$ cat config.mk
export PLATFORM = sky130hd
export DESIGN_NAME = frame_demux
export DESIGN_NICKNAME = d
export VERILOG_FILES = /design/src/rtl/frame_demux.sv
export SDC_FILE = /design/constraint.sdc
export NUM_CORES = 1
export LEC_CHECK = 0
export BUFFER_PORTS_ARGS = -buffer_cell sky130_fd_sc_hd__clkbuf_2
export CAP_MARGIN = 20
export CORE_AREA = 2 2 39 41
export DETAILED_ROUTE_END_ITERATION = 10
export DIE_AREA = 0 0 41 43
export PLACE_DENSITY_LB_ADDON = 0.1
export SETUP_SLACK_MARGIN = 0.02
export SLEW_MARGIN = 20
export SYNTH_ARGS = -nofsm -noshare
export SYNTH_HDL_FRONTEND = slang
export SYNTH_SLANG_ARGS = --single-unit
$ cat constraint.sdc
create_clock -name clk -period 2.3 [get_ports clk]
set_input_delay 0.115 -clock clk [delete_from_list [all_inputs] [get_ports clk]]
set_output_delay 0.115 -clock clk [all_outputs]
set_load 0.02 [all_outputs]
$ cat src/rtl/frame_demux.sv
// ============================================================================
// Module      : frame_demux
// Description : Serial 4-slot frame demultiplexer with sync-based alignment,
//               stall support and optional even-parity slot
//               (enable with `define FRAME_DEMUX_PARITY_EN).
// Revision    : 1.0 - initial release
// ============================================================================
`default_nettype none

module frame_demux (
  input  logic       clk,
  input  logic       reset,
  input  logic       din,
  input  logic       din_valid,
  input  logic       sync,
  output logic       q0,
  output logic       q1,
  output logic       q2,
  output logic       q3,
  output logic       frame_valid,
  output logic [1:0] slot,
  output logic       busy,
  output logic       parity_err
);

`ifdef FRAME_DEMUX_PARITY_EN
  typedef enum logic [1:0] {
    IDLE    = 2'd0,
    CAPTURE = 2'd1,
    PARITY  = 2'd2
  } state_t;
  localparam int c_SHADOW_W = 4;
`else
  typedef enum logic [1:0] {
    IDLE    = 2'd0,
    CAPTURE = 2'd1
  } state_t;
  localparam int c_SHADOW_W = 3;
`endif

  state_t                r_state;
  logic [1:0]            r_slot;
  logic [c_SHADOW_W-1:0] r_shadow;
  logic [3:0]            r_q;
  logic                  r_frame_valid;
`ifdef FRAME_DEMUX_PARITY_EN
  logic                  r_parity_err;
`endif

  always_ff @(posedge clk) begin
    if (reset) begin
      r_state       <= IDLE;
      r_slot        <= 2'd0;
      r_shadow      <= '0;
      r_q           <= 4'd0;
      r_frame_valid <= 1'b0;
`ifdef FRAME_DEMUX_PARITY_EN
      r_parity_err  <= 1'b0;
`endif
    end else begin
      r_frame_valid <= 1'b0;
      if (din_valid) begin
        if (sync) begin
          // A sync always (re)starts a frame, abandoning any partial capture.
          r_shadow[0] <= din;
          r_slot      <= 2'd1;
          r_state     <= CAPTURE;
        end else begin
          case (r_state)
            IDLE: begin
            end
            CAPTURE: begin
              if (r_slot == 2'd3) begin
`ifdef FRAME_DEMUX_PARITY_EN
                r_shadow[3] <= din;
                r_state     <= PARITY;
`else
                r_q           <= {din, r_shadow[2:0]};
                r_frame_valid <= 1'b1;
                r_slot        <= 2'd0;
                r_state       <= IDLE;
`endif
              end else begin
                case (r_slot)
                  2'd1:    r_shadow[1] <= din;
                  2'd2:    r_shadow[2] <= din;
                  default: r_shadow[0] <= din;
                endcase
                r_slot <= r_slot + 2'd1;
              end
            end
`ifdef FRAME_DEMUX_PARITY_EN
            PARITY: begin
              // Here din is the parity bit; even parity over data plus parity.
              r_q           <= r_shadow;
              r_parity_err  <= ^{r_shadow, din};
              r_frame_valid <= 1'b1;
              r_slot        <= 2'd0;
              r_state       <= IDLE;
            end
`endif
            default: begin
              r_slot  <= 2'd0;
              r_state <= IDLE;
            end
          endcase
        end
      end
    end
  end

  assign q0          = r_q[0];
  assign q1          = r_q[1];
  assign q2          = r_q[2];
  assign q3          = r_q[3];
  assign frame_valid = r_frame_valid;
  assign slot        = r_slot;
  assign busy        = (r_state != IDLE);
`ifdef FRAME_DEMUX_PARITY_EN
  assign parity_err  = r_parity_err;
`else
  assign parity_err  = 1'b0;
`endif

endmodule

`default_nettype wire

==> flow_summary_export.csv <==
group,metric,value,unit
worst_setup_path,crit_path_cell_trace,"inv_1 -> ha_1 -> and3b_1 -> o21ai_1 -> mux2i_1",
synth,synth.net_count,67,
worst_setup_path,crit_slowest_cell,"dfxtp_1",
timing,period_minus_slack,1.426,ns
timing,tns,0,ns
clocking,clk_latency,0.26,ns
drt,routedWlPerCell,10.94,µm
floorplan,io_pins,14,
worst_setup_path,endpoint_kind,"flip-flop",
drt,drc,0,
place,placed_cell_area,605.6,µm²
power,power_leakage,0.3039,nW
global_routing,met1_usage,17.15,%
run_status,status,"finished, final reports clean",
floorplan,core_area,1384,µm²
timing,report.final.slew_viol_count,0,
clocking,clk_path_buf_depth,2,
power,seq_power_share,55.0,%
global_routing,grt_util_met2,18.75,%
job,maxCapViolations,0,
clocking,holdBufCountCts,0,
worst_setup_path,worst-endpoint-arrival,1.62,ns
synth,synth_area_leaders,"dfxtp_1, ha_1, nand3b_1",
synth,yosys.area.top_type_share,39.37,%
clocking,post_cts_buffers,0,
clocking,cts-root-buf,"clkbuf_4",
global_routing,grt_max_degree,14,
synth,ys_ff_latch,11,
layout,fill_cells,142,
synth,post_synth_num_cell_types,25,
clocking,cts_resized,0,
clocking,cts_buffers,3,
timing,fmax,0.7013,GHz
worst_setup_path,critical_path.max_stage_delay,0.46,ns
drt,vias_per_cell,4.849,
timing,hold_violations,0,
timing,final.period_utilization,62.00,%
power,p_int,0.2765,mW
place,dp_hpwl,672.9,µm
drt,ant_nets,0,
clocking,cts.sinks,11,
floorplan,rows,14,
layout,n_antenna_cell,0,
synth,yosysTopAreaCell,"dfxtp_1",
worst_setup_path,crit_type,"flip-flop to flip-flop",
layout,final_common_cell,"clkbuf_2",
clocking,cts_tree,"done",
global_routing,overflow,0,
layout,finalNonFillerCells,86,
floorplan,start_util,40.42,%
worst_setup_path,critical_path_buf_inv_count,1,
worst_setup_path,cp-start-kind,"flip-flop",
power,p_sw,0.08841,mW
floorplan,die_h,43,µm
clocking,clkTransAtPathRegs,0.07,ns
power,ir_drop,0.0003002,V
floorplan,die_x,41,µm
place,gp_congestion,0.7187,
global_routing,antenna_found_initial,0,
global_routing,busiest_layer,"met2",
power,clkPwrFrac,35.3,%
layout,syn_to_final_growth,12.98,%
worst_hold_path,min_path_type,"input port to flip-flop",
drt,first_iter_violations,7,
layout,layout_common_cells,"clkbuf_2, dfxtp_1, nand3b_1",
global_routing,grt_pass1_vias,363,
synth,postSynthAreaPerCell,9.643,µm²
layout,stdcell_area,631.9,µm²
timing,rsz0062_at_grt,"no",
power,combPwrFrac,9.7,%
clocking,htreeDepth,1,
worst_setup_path,critPathTopFamily,"flip-flops",
worst_setup_path,worstPathRequired,2.49,ns
global_routing,met3_usage,3.141,%
drt,vias,417,
synth,yosysSeqAreaShare,39.37,%
drt,wirelength,941,µm
timing,fin_worst_skew,0.006004,ns
layout,drive_above_1_share,22.86,%
global_routing,grt.total_usage,13.78,%
power,p_per_area,577.6,nW/µm²
global_routing,grt_pass1_wl,1573,µm
synth,synthCells,58,
layout,nets,80,
power,finalPower,0.3649,mW
synth,ys_warn_count,0,
timing,setup_viol,0,
floorplan,dieArea,1763,µm²
place,port_buffers,12,
place,placedCellCount,82,
synth,syn_area,559.3,µm²
worst_setup_path,critical_path.max_fanout,8,
drt,firstDrtPassIters,4,
power,sw_frac_of_total,24.23,%
## final timing paths
path / depth (start not counted) / slack [ns] / end / from
worst max-delay path: 5 / 0.87 / r_shadow[0] / slot[0]
worst min-delay path: 3 / 0.19 / r_q[3] / din
worst max register to register: 5 / 0.87 / r_shadow[0] / slot[0]
worst min register to register: 2 / 0.48 / r_q[3] / r_q[3]
## state kept, by name, summed over array words and instances (netlist names)
signal	flops
frame_valid	1
r_q	4
r_shadow	3
r_state	1
slot	2
## routing by layer
layer  share of wire [%]  wire (µm)  up-vias
li1                    -          -      220
met1                  48        454      183
met2                  44        416       10
met3                 4.1         39        4
met4                 3.3         31        0
met5                   0          0        -
## power by group through the flow
stage | clock network (mW) | registers, mW | logic, mW
2_1_floorplan | 0 | 0.206 | 0.0293
3_3_place_gp | 0 | 0.205 | 0.0359
3_5_place_dp | 0 | 0.205 | 0.0354
4_1_cts | 0.135 | 0.201 | 0.0358
5_1_grt | 0.146 | 0.202 | 0.0397
6_report | 0.129 | 0.201 | 0.0355
## synthesized netlist by cell type, drive strengths merged
| library cell | instances |
|---|---|
| a21o | 1 |
| clkbuf | 1 |
| inv | 2 |
| or2 | 1 |
| nor2 | 3 |
| and4bb | 1 |
| o21ai | 5 |
| nand2b | 4 |
| and3b | 1 |
| nor3 | 2 |
| nor3b | 1 |
| nand2 | 4 |
| nand3 | 1 |
| nand4b | 1 |
| o22ai | 1 |
| nand3b | 5 |
| conb | 1 |
| mux2i | 3 |
| a22oi | 1 |
| dfxtp | 11 |
| ha | 4 |
| buf | 3 |
| a21oi | 1 |
## worst min-delay path, stage by stage
cell      delay, ns
clkbuf_2       0.08
nand2b_1       0.14
o21ai_1        0.07
## cell families after synthesis
| kind of cell | share of synthesized area [%] |
|---|---|
| buffers and inverters | 7.383 |
| adder cells (fa/ha/maj) | 8.949 |
| multiplexers | 5.369 |
| AND/OR/NAND/NOR | 29.08 |
| flip-flops | 39.37 |
| other | 0.6705 |
| AO/OA/AOI/OAI | 9.172 |
## through the flow
| step | worst slack [ns] | utilization (%) | hold slack (ns) |
|---|---|---|---|
| floorplan | 0.8678 | - | 0.2755 |
| global placement | 0.9402 | 43.76 | 0.4664 |
| detailed placement | 0.9052 | 43.76 | 0.4620 |
| CTS | 0.8697 | 45.66 | 0.1892 |
| global route | 0.7764 | 45.66 | 0.2045 |
| finish | 0.8740 | 45.66 | 0.1921 |
## cell type report
type,instances,area [µm²],area share [%]
inverters,2,7.507,1.188
clock buffers,4,26.28,4.158
repair buffers,12,60.06,9.505
multi-input cells,41,297.8,47.13
well taps,16,20.02,3.168
flip-flops and latches,11,220.2,34.85
No activity file was read; power rests on OpenSTA's default activity.
